==> src/rtl/lc3_pkg.sv <==
// Shared LC-3 widths and memory-controller state encoding.
package lc3_pkg;

  localparam int LC3_ADDR_W = 16;
  localparam int LC3_DATA_W = 16;

  localparam logic [2:0] ST_IDLE    = 3'd0;
  localparam logic [2:0] ST_SETUP   = 3'd1;
  localparam logic [2:0] ST_WRITE   = 3'd2;
  localparam logic [2:0] ST_RECOVER = 3'd3;
  localparam logic [2:0] ST_RDWAIT  = 3'd4;
  localparam logic [2:0] ST_DONE    = 3'd5;

  typedef enum logic [2:0] {
    S_IDLE    = ST_IDLE,
    S_SETUP   = ST_SETUP,
    S_WRITE   = ST_WRITE,
    S_RECOVER = ST_RECOVER,
    S_RDWAIT  = ST_RDWAIT,
    S_DONE    = ST_DONE
  } state_t;

endpackage

==> src/rtl/lc3_mem_ctrl_if.sv <==
// Datapath request/response and ram-side bus of the LC-3 memory controller.
interface lc3_mem_ctrl_if
  import lc3_pkg::*;
#(
  parameter int ADDR_SIZE = LC3_ADDR_W,
  parameter int DATA_SIZE = LC3_DATA_W
);
  logic                 REQ_VALID;
  logic                 REQ_WRITE;
  logic [ADDR_SIZE-1:0] REQ_ADDR;
  logic [DATA_SIZE-1:0] REQ_WDATA;
  logic                 REQ_READY;
  logic                 RESP_VALID;
  logic [DATA_SIZE-1:0] RESP_RDATA;
  logic                 MEM_WE;
  logic [ADDR_SIZE-1:0] MEM_ADDRESS;
  logic [DATA_SIZE-1:0] MEM_DATA_IN;
  logic [DATA_SIZE-1:0] MEM_DATA_OUT;

  modport slave (
    input  REQ_VALID, REQ_WRITE, REQ_ADDR, REQ_WDATA, MEM_DATA_OUT,
    output REQ_READY, RESP_VALID, RESP_RDATA, MEM_WE, MEM_ADDRESS, MEM_DATA_IN
  );

  modport master (
    output REQ_VALID, REQ_WRITE, REQ_ADDR, REQ_WDATA, MEM_DATA_OUT,
    input  REQ_READY, RESP_VALID, RESP_RDATA, MEM_WE, MEM_ADDRESS, MEM_DATA_IN
  );
endinterface

==> src/rtl/lc3_mem_ctrl_cnt.sv <==
// 4-bit loadable down-counter with zero flag; load wins over decrement.
// Saturates at zero so a stray decrement cannot wrap.
module lc3_mem_ctrl_cnt (
  input  logic       clk,
  input  logic       rst_n,
  input  logic       load,
  input  logic [3:0] load_val,
  input  logic       dec,
  output logic       zero
);
  logic [3:0] count;

  always_ff @(posedge clk or negedge rst_n) begin
    if (!rst_n) begin
      count <= 4'd0;
    end else if (load) begin
      count <= load_val;
    end else if (dec && count != 4'd0) begin
      count <= count - 4'd1;
    end
  end

  assign zero = (count == 4'd0);
endmodule

==> src/rtl/lc3_mem_ctrl.sv <==
// Sequences one LC-3 ram access at a time with address/data setup and hold around MEM_WE.
// Latency accept->RESP_VALID: write 3+WR_PULSE, read 2+RD_WAIT cycles; REQ_READY low while busy.
module lc3_mem_ctrl
  import lc3_pkg::*;
#(
  parameter int ADDR_SIZE = LC3_ADDR_W,
  parameter int DATA_SIZE = LC3_DATA_W,
  parameter int WR_PULSE  = 1,
  parameter int RD_WAIT   = 1
) (
  input  logic           CLK,
  input  logic           RST_N,
  lc3_mem_ctrl_if.slave  bus
);
  if (WR_PULSE < 1 || WR_PULSE > 15) begin : g_bad_wr_pulse
    $error("lc3_mem_ctrl: WR_PULSE must be in 1..15");
  end
  if (RD_WAIT < 1 || RD_WAIT > 15) begin : g_bad_rd_wait
    $error("lc3_mem_ctrl: RD_WAIT must be in 1..15");
  end

  localparam logic [3:0] WR_LOAD = 4'(WR_PULSE - 1);
  localparam logic [3:0] RD_LOAD = 4'(RD_WAIT - 1);

  state_t               state, state_n;
  logic [ADDR_SIZE-1:0] mar, mar_n;
  logic [DATA_SIZE-1:0] mdr, mdr_n, rdata, rdata_n;
  logic                 is_wr, is_wr_n;
  logic                 mem_we, req_ready, resp_valid;
  logic                 cnt_load, cnt_dec, cnt_zero;
  logic [3:0]           cnt_val;

  lc3_mem_ctrl_cnt u_cnt (
    .clk      (CLK),
    .rst_n    (RST_N),
    .load     (cnt_load),
    .load_val (cnt_val),
    .dec      (cnt_dec),
    .zero     (cnt_zero)
  );

  always_comb begin
    state_n  = state;
    mar_n    = mar;
    mdr_n    = mdr;
    rdata_n  = rdata;
    is_wr_n  = is_wr;
    cnt_load = 1'b0;
    cnt_dec  = 1'b0;
    cnt_val  = 4'd0;
    case (state)
      S_IDLE: begin
        if (bus.REQ_VALID) begin
          mar_n   = bus.REQ_ADDR;
          is_wr_n = bus.REQ_WRITE;
          if (bus.REQ_WRITE) mdr_n = bus.REQ_WDATA;
          state_n = S_SETUP;
        end
      end
      S_SETUP: begin
        cnt_load = 1'b1;
        cnt_val  = is_wr ? WR_LOAD : RD_LOAD;
        state_n  = is_wr ? S_WRITE : S_RDWAIT;
      end
      S_WRITE: begin
        if (cnt_zero) state_n = S_RECOVER;
        else          cnt_dec = 1'b1;
      end
      S_RECOVER: state_n = S_DONE;
      S_RDWAIT: begin
        if (cnt_zero) begin
          mdr_n   = bus.MEM_DATA_OUT;
          rdata_n = bus.MEM_DATA_OUT;
          state_n = S_DONE;
        end else begin
          cnt_dec = 1'b1;
        end
      end
      S_DONE:  state_n = S_IDLE;
      default: state_n = S_IDLE;
    endcase
  end

  // Outputs are registered copies decoded from the next state, so they track state without comb paths.
  always_ff @(posedge CLK or negedge RST_N) begin
    if (!RST_N) begin
      state      <= S_IDLE;
      mar        <= '0;
      mdr        <= '0;
      rdata      <= '0;
      is_wr      <= 1'b0;
      mem_we     <= 1'b0;
      req_ready  <= 1'b1;
      resp_valid <= 1'b0;
    end else begin
      state      <= state_n;
      mar        <= mar_n;
      mdr        <= mdr_n;
      rdata      <= rdata_n;
      is_wr      <= is_wr_n;
      mem_we     <= (state_n == S_WRITE);
      req_ready  <= (state_n == S_IDLE);
      resp_valid <= (state_n == S_DONE);
    end
  end

  assign bus.REQ_READY   = req_ready;
  assign bus.RESP_VALID  = resp_valid;
  assign bus.RESP_RDATA  = rdata;
  assign bus.MEM_WE      = mem_we;
  assign bus.MEM_ADDRESS = mar;
  assign bus.MEM_DATA_IN = mdr;
endmodule
==> src/flat_wrapper.sv <==
// flat-port wrapper written by rule: the top's interface ports become plain ports
module lc3_mem_ctrl_flat import lc3_pkg::*;
#(
  parameter int ADDR_SIZE = LC3_ADDR_W,
  parameter int DATA_SIZE = LC3_DATA_W,
  parameter int WR_PULSE  = 1,
  parameter int RD_WAIT   = 1
)
  (CLK, RST_N, bus_REQ_VALID, bus_REQ_WRITE, bus_REQ_ADDR, bus_REQ_WDATA, bus_MEM_DATA_OUT, bus_REQ_READY, bus_RESP_VALID, bus_RESP_RDATA, bus_MEM_WE, bus_MEM_ADDRESS, bus_MEM_DATA_IN);
  lc3_mem_ctrl_if #(.ADDR_SIZE(ADDR_SIZE), .DATA_SIZE(DATA_SIZE)) bus_i ();
  input  logic CLK;
  input  logic RST_N;
  input wire logic [$bits(bus_i.REQ_VALID)-1:0] bus_REQ_VALID;
  input wire logic [$bits(bus_i.REQ_WRITE)-1:0] bus_REQ_WRITE;
  input wire logic [$bits(bus_i.REQ_ADDR)-1:0] bus_REQ_ADDR;
  input wire logic [$bits(bus_i.REQ_WDATA)-1:0] bus_REQ_WDATA;
  input wire logic [$bits(bus_i.MEM_DATA_OUT)-1:0] bus_MEM_DATA_OUT;
  output wire logic [$bits(bus_i.REQ_READY)-1:0] bus_REQ_READY;
  output wire logic [$bits(bus_i.RESP_VALID)-1:0] bus_RESP_VALID;
  output wire logic [$bits(bus_i.RESP_RDATA)-1:0] bus_RESP_RDATA;
  output wire logic [$bits(bus_i.MEM_WE)-1:0] bus_MEM_WE;
  output wire logic [$bits(bus_i.MEM_ADDRESS)-1:0] bus_MEM_ADDRESS;
  output wire logic [$bits(bus_i.MEM_DATA_IN)-1:0] bus_MEM_DATA_IN;
  assign bus_i.REQ_VALID = bus_REQ_VALID;
  assign bus_i.REQ_WRITE = bus_REQ_WRITE;
  assign bus_i.REQ_ADDR = bus_REQ_ADDR;
  assign bus_i.REQ_WDATA = bus_REQ_WDATA;
  assign bus_i.MEM_DATA_OUT = bus_MEM_DATA_OUT;
  assign bus_REQ_READY = bus_i.REQ_READY;
  assign bus_RESP_VALID = bus_i.RESP_VALID;
  assign bus_RESP_RDATA = bus_i.RESP_RDATA;
  assign bus_MEM_WE = bus_i.MEM_WE;
  assign bus_MEM_ADDRESS = bus_i.MEM_ADDRESS;
  assign bus_MEM_DATA_IN = bus_i.MEM_DATA_IN;
  lc3_mem_ctrl #(.ADDR_SIZE(ADDR_SIZE), .DATA_SIZE(DATA_SIZE), .WR_PULSE(WR_PULSE), .RD_WAIT(RD_WAIT)) u_core (.CLK(CLK), .RST_N(RST_N), .bus(bus_i));
endmodule
==> config.mk <==
export PLATFORM = sky130hd
export DESIGN_NAME = lc3_mem_ctrl_flat
export DESIGN_NICKNAME = d
export VERILOG_FILES = /design/src/rtl/lc3_pkg.sv /design/src/rtl/lc3_mem_ctrl_if.sv /design/src/rtl/lc3_mem_ctrl_cnt.sv /design/src/rtl/lc3_mem_ctrl.sv /design/src/flat_wrapper.sv
export SDC_FILE = /design/constraint.sdc
export NUM_CORES = 1
export LEC_CHECK = 0
export CORE_MARGIN = 1
export CORE_UTILIZATION = 40
export CTS_CLUSTER_DIAMETER = 50
export DETAILED_ROUTE_END_ITERATION = 10
export PLACE_DENSITY = 0.8
export SLEW_MARGIN = 10
export SYNTH_ARGS = -nofsm -noshare
export SYNTH_HDL_FRONTEND = slang
export SYNTH_SLANG_ARGS = --single-unit
export TNS_END_PERCENT = 10
==> constraint.sdc <==
create_clock -name CLK -period 2.2 [get_ports CLK]
set_input_delay 0.33 -clock CLK [delete_from_list [all_inputs] [get_ports CLK]]
set_output_delay 0.33 -clock CLK [all_outputs]
set_load 0.03 [all_outputs]
# ---- After elaboration in Yosys (flattened, before gate mapping)
# Index checks and enable logic that the tools add are counted.
dict set report totals {
  ff_bits 59
  latchBits 0
  ram_bits 0
  mem_bits_ro 0
  in_bits 52
  out_inout_bits 51
  memories 0
}
dict set report classes {
  add_sub_neg 1
  multipliers 0
  div 0
  order_cmp 0
  n_eq_ne 9
  shift 0
  muxes 14
  bitwise_logic 0
  n_reduce_logical 11
}
# operator n
set op_table {}
lappend op_table {{16-bit two-way mux} 3}
lappend op_table {{16-bit case mux with 2 select lines} 1}
lappend op_table {{3-bit case mux with 5 select lines} 1}
lappend op_table {{3-bit two-way mux} 4}
lappend op_table {{3-bit by 2-bit equality test with 1-bit output (second input constant)} 3}
lappend op_table {{4-bit two-way mux} 2}
lappend op_table {{3-bit equality test (second input constant)} 2}
lappend op_table {{3-bit logical NOT} 2}
lappend op_table {{4-bit logical NOT} 1}
lappend op_table {{2-bit != test (second input constant)} 2}
lappend op_table {{2-bit AND reduction} 2}
lappend op_table {{4-bit AND reduction} 1}
lappend op_table {{2-bit nonzero test} 2}
lappend op_table {{4-bit nonzero test} 1}
lappend op_table {{4-bit by 1-bit subtractor with 4-bit output (second input constant)} 1}
lappend op_table {{3-bit by 1-bit equality test with 1-bit output (second input constant)} 1}
lappend op_table {{1-bit two-way mux} 3}
lappend op_table {{2-bit by 1-bit != test with 1-bit output (second input constant)} 1}
lappend op_table {{2-bit OR reduction} 1}
lappend op_table {{1-bit logical AND} 1}

# ---- Longest topological paths before layout
# Gate-level depths: netlist (run 1).
dict set report depth {
  word_depth 6
  mapped_depth 6
  ltp_nobuf 5
}

# ---- Hierarchy
# Synthesis (run 1) repeated with hierarchy kept, for this count alone.
dict set report unflattened {
  cells_unflattened 218
  hier_area_um2 2558.7
}
# mod n_inst cells_each area_each_um2 seq_area_each_um2
set by_module_without_submodules {}
lappend by_module_without_submodules {lc3_mem_ctrl 1 191 2288.4 1377.6}
lappend by_module_without_submodules {lc3_mem_ctrl_cnt 1 27 270.3 100.1}

# ---- Worst setup path before layout (run 1)
# No wires, ideal clock.
dict set report synth_timing {
  kind {flip-flop to flip-flop}
  startpoint {register u_core.state[0]}
  endpoint {register u_core.mdr[10], in the netlist u_core.bus.MEM_DATA_IN[10]}
  setup_time_ns 0.125
  arrival_time_ns 1.845
  slack_ns 0.230
  path_stages_with_launch 7
  path_buffers 3
  synth_period_minus_slack_ns 1.970
  path_cell_list {dfrtp_1 > buf_6 > or4b_4 > buf_6 > o22ai_4 > buf_12 > mux2_4}
}
dict set report synth_via {
  elab_chain_cells 3
  elab_cells_between_ends 8
  cone_classes {eq/ne (4); mux (1); reduce/logical (3)}
}
# item line_no
set synth_lines {}
lappend synth_lines {{from (decl)} lc3_mem_ctrl.sv:25} ;# state_t state, state_n;
lappend synth_lines {{from (signal assigned)} lc3_mem_ctrl.sv:96} ;# state <= state_n;
lappend synth_lines {{3-bit equality test or 3-bit logical NOT (tied branches)} lc3_mem_ctrl.sv:51} ;# case (state)
lappend synth_lines {{2-bit by 1-bit != test with 1-bit output (no source line), or another cell as far along} n/a}
lappend synth_lines {{4-bit AND reduction (no source line)} n/a}
lappend synth_lines {{to (signal assigned)} lc3_mem_ctrl.sv:98} ;# mdr <= mdr_n;
lappend synth_lines {{to (decl)} lc3_mem_ctrl.sv:27} ;# logic [DATA_SIZE-1:0] mdr, mdr_n, rdata, rdata_n;
# Several ways; a longest one is shown, not always the timed one.
# A chain may end at the register's enable or synchronous reset.

# ---- Final worst setup path (run 1)
dict set report layout_timing {
  startpoint {register u_core.u_cnt.count[0]}
  endpoint {register u_core.mdr[1], in the netlist u_core.bus.MEM_DATA_IN[1]}
}
dict set report layout_via {
  elab_chain_cells 3
}
# item line_no
set layout_lines {}
lappend layout_lines {{from (decl)} lc3_mem_ctrl_cnt.sv:11} ;# logic [3:0] count;
lappend layout_lines {{from (signal assigned)} lc3_mem_ctrl_cnt.sv:17} ;# count <= load_val;
lappend layout_lines {{from (signal assigned)} lc3_mem_ctrl_cnt.sv:19} ;# count <= count - 4'd1;
lappend layout_lines {{4-bit logical NOT} lc3_mem_ctrl_cnt.sv:23} ;# assign zero = (count == 4'd0);
lappend layout_lines {{2-bit by 1-bit != test with 1-bit output (no source line)} n/a}
lappend layout_lines {{4-bit AND reduction (no source line)} n/a}
# Every way passes these cells.

==> run metrics, run 1 <==
synthesized instance count=213; Final HPWL DP=4430 µm; Detailed Route WL=6160 µm; global-route wire length before repair=9980 µm; Sum Neg Setup Slack=0 ns; post-detailed-route via-to-cell ratio=4.84; post-layout total power=6340 µW; Util after Layout=63.1%; critical path class=reg -> reg; Initial DRC Count=71; sequential cell area fraction in the yosys report=55.9%; maximum clock insertion buffer count=2; data arrival time of the worst path=2.20 ns; row count=29; Synthesized Nets=267; count leader, synth=sky130_fd_sc_hd__dfrtp_1; weighted congestion reported at the end of routability-driven placement=0.737; Resized cells post-CTS=0; number of search-and-repair iterations in the first detailed-routing pass=4; Slew Limit Headroom=52.9%; Highest Clock Rate=0.505 GHz; H-tree depth reported by CTS=3; final worst-path cycle share=90.1%; starting density of the core=41.7%; Static Leak=0.00176 µW; most common flop cell mapped by yosys=sky130_fd_sc_hd__dfrtp_1; pre-CTS setup slack=0.0591 ns; post-route antenna net violation count=0; Final Max Slew Viols=0; synth-to-layout area growth=51.4%; Final setup violation count=0; synthesized area=2650 µm²; initial antenna violation count=0; worst slack on hold paths=0.0427 ns; Fin. Hold Viols=0; Die Y-Extent=83.3 µm; fraction of registers with async set/reset=100%; die area=6940 µm²; number of nets at the end of the flow=383; clock insertion delay at the later pin of the skew report=0.33 ns; post-synthesis area per instance=12.4 µm²; cells taking the most area after synthesis=sky130_fd_sc_hd__dfrtp_1 55%, sky130_fd_sc_hd__mux2_2 16%, sky130_fd_sc_hd__nand2_1 7.9%; largest vdd supply drop=0.950 mV; count of warnings emitted by yosys=0; RSZ-0062 raised after global routing=no; largest net degree at the start of global routing=32; clock tree from TritonCTS=yes; minimum clock period after layout=1.98 ns; biggest area consumer among synthesized cells=sky130_fd_sc_hd__dfrtp_1; diodes inserted=0; core area=6350 µm²; count of pins on the block boundary=103; number of port buffers=102; portion of synthesized cell area occupied by the leading cell type=54.9%; type of the worst min-delay path=in -> async; commonest cells in the netlist=58 x sky130_fd_sc_hd__dfrtp_1, 56 x sky130_fd_sc_hd__nand2_1, 38 x sky130_fd_sc_hd__mux2_2; number of buffers added to fix hold violations after cts=0; kind of end point of the critical path=flip-flop; Least-Margin Pin Slew=0.706 ns; PwrDens=1580 nW/µm²; clock root cell=sky130_fd_sc_hd__clkbuf_8; highest net fanout along the worst path=16; status=complete, no violations; clock edge transition at the registers on the reported setup and hold paths=0.07 ns; setup skew after layout=0.00444 ns; filler cell count in the final layout=481; number of synthesized register bits=59; number of library cell types mapped by synthesis=27; Setup crit start kind=flip-flop; required time at the worst-slack endpoint=2.42 ns; proportion of layout cells with a drive suffix above 1=25.6%; sink count of the clock tree=59; Setup WS post-layout=0.218 ns; detailed-route via count=1,979; total overflow reported by the global router=0; DIE WIDTH=83.3 µm; Avg WL per Cell=15.1 µm; Maximum Capacitance Violations=0; clock buffers created by TritonCTS=9; drt drc=0; via count of the first global-routing pass=2,020; number of flops mapped to enable cells by yosys=0; total routing usage reported by global routing=18.5%; number of buffers inserted to repair setup after CTS=0
[cell families (layout without fill, tap and decap cells)]
| family | Yosys count | in the layout | share of synthesized area (%) |
|---|---|---|---|
| AOI/OAI and AO/OA | 10 | 10 | 2.55 |
| xor gates and xnor gates | 1 | 1 | 0.331 |
| adders and majority gates | 2 | 2 | 0.946 |
| buffers and inverters | 14 | 133 | 3.22 |
| DFF | 59 | 59 | 55.9 |
| muxes | 52 | 52 | 23.4 |
| and+or+nand+nor | 75 | 75 | 13.7 |
[stage by stage]
| step | std cells | instance area, µm² |
|---|---|---|
| 2_1_floorplan | 213 | 2650 |
| 4_1_cts | 409 | 4000 |
| 6_report | 409 | 4000 |
| 3_3_place_gp | 395 | 3800 |
| 3_5_place_dp | 395 | 3800 |
| 5_1_grt | 409 | 4000 |
[state kept, by name, indices dropped and copies added, names as in the netlist]
| register | cells |
|---|---|
| u_core.u_cnt.count | 4 |
| u_core.bus.RESP_RDATA | 16 |
| u_core.bus.MEM_WE | 1 |
| u_core.is_wr | 1 |
| u_core.bus.MEM_DATA_IN | 16 |
| u_core.bus.MEM_ADDRESS | 16 |
| u_core.bus.REQ_READY | 1 |
| u_core.bus.RESP_VALID | 1 |
| u_core.state | 3 |
[placed cells by master (no fill, tap or decap), types with 2 or more instances in the layout]
| cell | instances |
|---|---|
| sky130_fd_sc_hd__o21ai_0 | 6 |
| sky130_fd_sc_hd__nand2b_1 | 3 |
| sky130_fd_sc_hd__nor3b_2 | 2 |
| sky130_fd_sc_hd__ha_1 | 2 |
| sky130_fd_sc_hd__or4_1 | 2 |
| sky130_fd_sc_hd__dfrtp_1 | 58 |
| sky130_fd_sc_hd__or3_1 | 2 |
| sky130_fd_sc_hd__a21oi_1 | 2 |
| sky130_fd_sc_hd__mux2i_1 | 4 |
| sky130_fd_sc_hd__buf_4 | 12 |
| sky130_fd_sc_hd__clkdlybuf4s50_1 | 101 |
| sky130_fd_sc_hd__mux2_4 | 10 |
| sky130_fd_sc_hd__or3b_2 | 3 |
| sky130_fd_sc_hd__inv_1 | 4 |
| sky130_fd_sc_hd__mux2_2 | 38 |
| sky130_fd_sc_hd__clkbuf_8 | 12 |
| sky130_fd_sc_hd__nor2b_1 | 2 |
| sky130_fd_sc_hd__nand2_1 | 56 |
[where the power goes]
part	switching (µW)	internal, µW
registers	263	1600
clock network	408	601
logic	1820	1660
[worst max-delay path: stages (launching register included)]
cell and delay [ns]:
sky130_fd_sc_hd__dfrtp_1 0.40, sky130_fd_sc_hd__inv_1 0.09, sky130_fd_sc_hd__ha_1 0.15, sky130_fd_sc_hd__or3b_2 0.47, sky130_fd_sc_hd__o22ai_4 0.20, sky130_fd_sc_hd__buf_12 0.19
sky130_fd_sc_hd__mux2_2 0.35
[final timing paths]
kind | slack (ns) | end | cells after the start | start
setup / recovery | 0.22 | u_core.bus.MEM_DATA_IN[1]$_DFFE_PN0P_ | 6 | u_core.u_cnt.count[0]$_DFFE_PN0P_
min in group CLK | 0.47 | u_core.is_wr$_DFFE_PN0P_ | 2 | u_core.is_wr$_DFFE_PN0P_
hold reg to reg | 0.47 | u_core.is_wr$_DFFE_PN0P_ | 2 | u_core.is_wr$_DFFE_PN0P_
hold / removal | 0.04 | u_core.bus.MEM_ADDRESS[10]$_DFFE_PN0P_ | 1 | RST_N
max in group asynchronous | 1.50 | u_core.bus.RESP_RDATA[7]$_DFFE_PN0P_ | 2 | RST_N
setup reg to reg | 0.22 | u_core.bus.MEM_DATA_IN[1]$_DFFE_PN0P_ | 6 | u_core.u_cnt.count[0]$_DFFE_PN0P_
[routing by layer]
metal  vias up  GRT usage, %  wire length (µm)
met3         8          7.26               432
met4         0          6.74                84
met1       945          23.3              2680
met2        70          28.8              2960
met5         -             0                 0
li1        956             -                 -
[final cells by class]
cell class	count	area, µm²	share of cell area (%)
Clock buffer	12	165	4.12
Clock inverter	2	35.0	0.875
Timing Repair Buffer	115	1130	28.1
Inverter	4	15.0	0.375
Sequential cell	59	1480	36.9
Tap cell	77	96.3	2.41
Multi-Input combinational cell	140	1090	27.2
Note: power is estimated with default switching activity, not from simulation.
==> run 2: changes to the inputs <==
--- a/config.mk
+++ b/config.mk
@@ -5,11 +5,13 @@
 export SDC_FILE = /design/constraint.sdc
 export NUM_CORES = 1
 export LEC_CHECK = 0
+export CELL_PAD_IN_SITES_DETAIL_PLACEMENT = 0
+export CELL_PAD_IN_SITES_GLOBAL_PLACEMENT = 2
 export CORE_MARGIN = 1
-export CORE_UTILIZATION = 40
+export CORE_UTILIZATION = 27
 export CTS_CLUSTER_DIAMETER = 50
 export DETAILED_ROUTE_END_ITERATION = 10
-export PLACE_DENSITY = 0.8
+export PLACE_DENSITY = 0.85
 export SLEW_MARGIN = 10
 export SYNTH_ARGS = -nofsm -noshare
 export SYNTH_HDL_FRONTEND = slang
==> run 2 against run 1 <==
The flow now finishes with violations (hold timing). Highest routed layer unchanged. Clock-buffer cell count unchanged. Critical path type unchanged. Core utilization decreased by 19 points. Sequential power about the same. Combinational power about the same. First-iteration DRC count decreased by 4.2%.
==> run metrics, run 2 (same netlist as run 1, synthesis figures left out) <==
status=finished with violations; failing checks=hold timing; total routing usage reported by global routing=13.3%; Util after Layout=43.6%; drt drc=0; die area=10,200 µm²; core area=9370 µm²; detailed-route via count=1,982; post-detailed-route via-to-cell ratio=4.31; DIE WIDTH=101 µm; Final setup violation count=0; sum of buffers and inverters on the critical path=2; setup skew after layout=0.00775 ns; cell-by-cell trace of the critical path=inv_1 > ha_1 > or3b_2 > o22ai_4 > buf_12 > mux2_2; PwrDens=1580 nW/µm²; area of the multi-input gates=1090 µm²; Highest Clock Rate=0.509 GHz; initial antenna violation count=0; largest net degree at the start of global routing=60; H-tree depth reported by CTS=3; diodes inserted=0; Sum Neg Setup Slack=0 ns; Final Max Slew Viols=0; clock tree from TritonCTS=yes; via count of the first global-routing pass=2,054; RSZ-0062 raised after global routing=no; Detailed Route WL=6380 µm; number of buffers inserted to repair setup after CTS=0; type of the worst min-delay path=in -> async; Resized cells post-CTS=0; row count=35; Final Cell Area=4090 µm²; clock buffers created by TritonCTS=9; clock edge transition at the registers on the reported setup and hold paths=0.07 ns; master of the slowest instance on the critical path=sky130_fd_sc_hd__or3b_2; kind of end point of the critical path=flip-flop; worst slack on hold paths=-0.00641 ns; minimum clock period after layout=1.97 ns; maximum clock insertion buffer count=2; Avg WL per Cell=13.9 µm; number of search-and-repair iterations in the first detailed-routing pass=4; Worst path top cell family by delay=simple AND/OR/NAND/NOR gates; GR Layer Usage met1=16.5%; Fin. Hold Viols=2; weighted congestion reported at the end of routability-driven placement=0.767; starting density of the core=28.2%; longest individual stage delay on the worst path=0.48 ns; number of port buffers=102; data arrival time of the worst path=2.18 ns; highest net fanout along the worst path=16; most common cell after layout, fill and taps aside=sky130_fd_sc_hd__clkdlybuf4s50_1; clock root cell=sky130_fd_sc_hd__clkbuf_8; global-route wire length before repair=10,100 µm; cell area after placement=3860 µm²; GR Util met3=6.38%; final worst-path cycle share=89.4%; total overflow reported by the global router=0; Slew Limit Headroom=69.1%; synth-to-layout area growth=54.5%; Maximum Capacitance Violations=0; critical path class=reg -> reg; Reg area=1480 µm²; commonest cells after routing, fill and taps aside=101 x sky130_fd_sc_hd__clkdlybuf4s50_1, 58 x sky130_fd_sc_hd__dfrtp_1, 56 x sky130_fd_sc_hd__nand2_1, 38 x sky130_fd_sc_hd__mux2_2, 11 x sky130_fd_sc_hd__clkbuf_8; Die Y-Extent=101 µm; Initial DRC Count=68; Setup crit start kind=flip-flop; met2 global-route usage=20.5%; count of pins on the block boundary=103; number of nets at the end of the flow=380; largest vdd supply drop=0.683 mV; Final HPWL DP=4360 µm; number of buffers added to fix hold violations after cts=0; proportion of layout cells with a drive suffix above 1=25.1%; post-route antenna net violation count=0; routing layer with the top usage in global route=met2; Static Leak=0.00176 µW; Least-Margin Pin Slew=0.461 ns; post-layout total power=6450 µW; clock insertion delay at the later pin of the skew report=0.33 ns; required time at the worst-slack endpoint=2.42 ns; filler cell count in the final layout=936; sink count of the clock tree=59
## run 2: changes by cell type in the layout (fill, tap and decap cells not counted), sizes merged
cell / delta
clkinvlp: +1
bufinv: +1
buf: -3
## run 2: report_power, final
part / switching, µW / internal, µW
Sequential: 269 / 1590
Combinational: 1800 / 1650
Clock: 441 / 699
Total: 2510 / 3950
## run 2: cell type report
cell class,instances,area share (%)
inverters,4,0.367
clock buffers,12,3.80
repair buffers,112,27.3
well taps,129,3.95
multi-input cells,140,26.6
clock inverters,4,1.78
flip-flops and latches,59,36.2
## run 2: through the flow
step	hold WS, ns	instances	setup WS (ns)
finish	-0.00641	460	0.233
global placement	0.370	444	0.0248
detailed placement	0.369	444	0.00431
floorplan	0.0344	213	0.230
global route	0.0107	460	0.108
CTS	0.00253	460	0.217
## run 2: routing by layer
layer	share of wire [%]	wire, µm
met2	47	2970
met1	44	2790
met4	0.66	42
met3	8.9	570
met5	0	0
## run 2: worst register-to-register path: stages (launching register included)
cell                      delay [ns]
sky130_fd_sc_hd__dfrtp_1        0.40
sky130_fd_sc_hd__inv_1          0.09
sky130_fd_sc_hd__ha_1           0.15
sky130_fd_sc_hd__or3b_2         0.48
sky130_fd_sc_hd__o22ai_4        0.20
sky130_fd_sc_hd__buf_12         0.19
sky130_fd_sc_hd__mux2_2         0.35
## run 2: path summary, 6_finish.rpt
path	start	to	slack (ns)	cells past startpoint
max	u_core.u_cnt.count[0]$_DFFE_PN0P_	u_core.bus.MEM_DATA_IN[4]$_DFFE_PN0P_	0.23	6
min	RST_N	u_core.bus.MEM_ADDRESS[1]$_DFFE_PN0P_	-0.006	2
max reg2reg	u_core.u_cnt.count[0]$_DFFE_PN0P_	u_core.bus.MEM_DATA_IN[4]$_DFFE_PN0P_	0.23	6
min reg2reg	u_core.bus.MEM_ADDRESS[4]$_DFFE_PN0P_	u_core.bus.MEM_ADDRESS[4]$_DFFE_PN0P_	0.48	2
max in group asynchronous	RST_N	u_core.bus.REQ_READY$_DFF_PN1_	1.88	2
min in group CLK	u_core.bus.MEM_ADDRESS[4]$_DFFE_PN0P_	u_core.bus.MEM_ADDRESS[4]$_DFFE_PN0P_	0.48	2
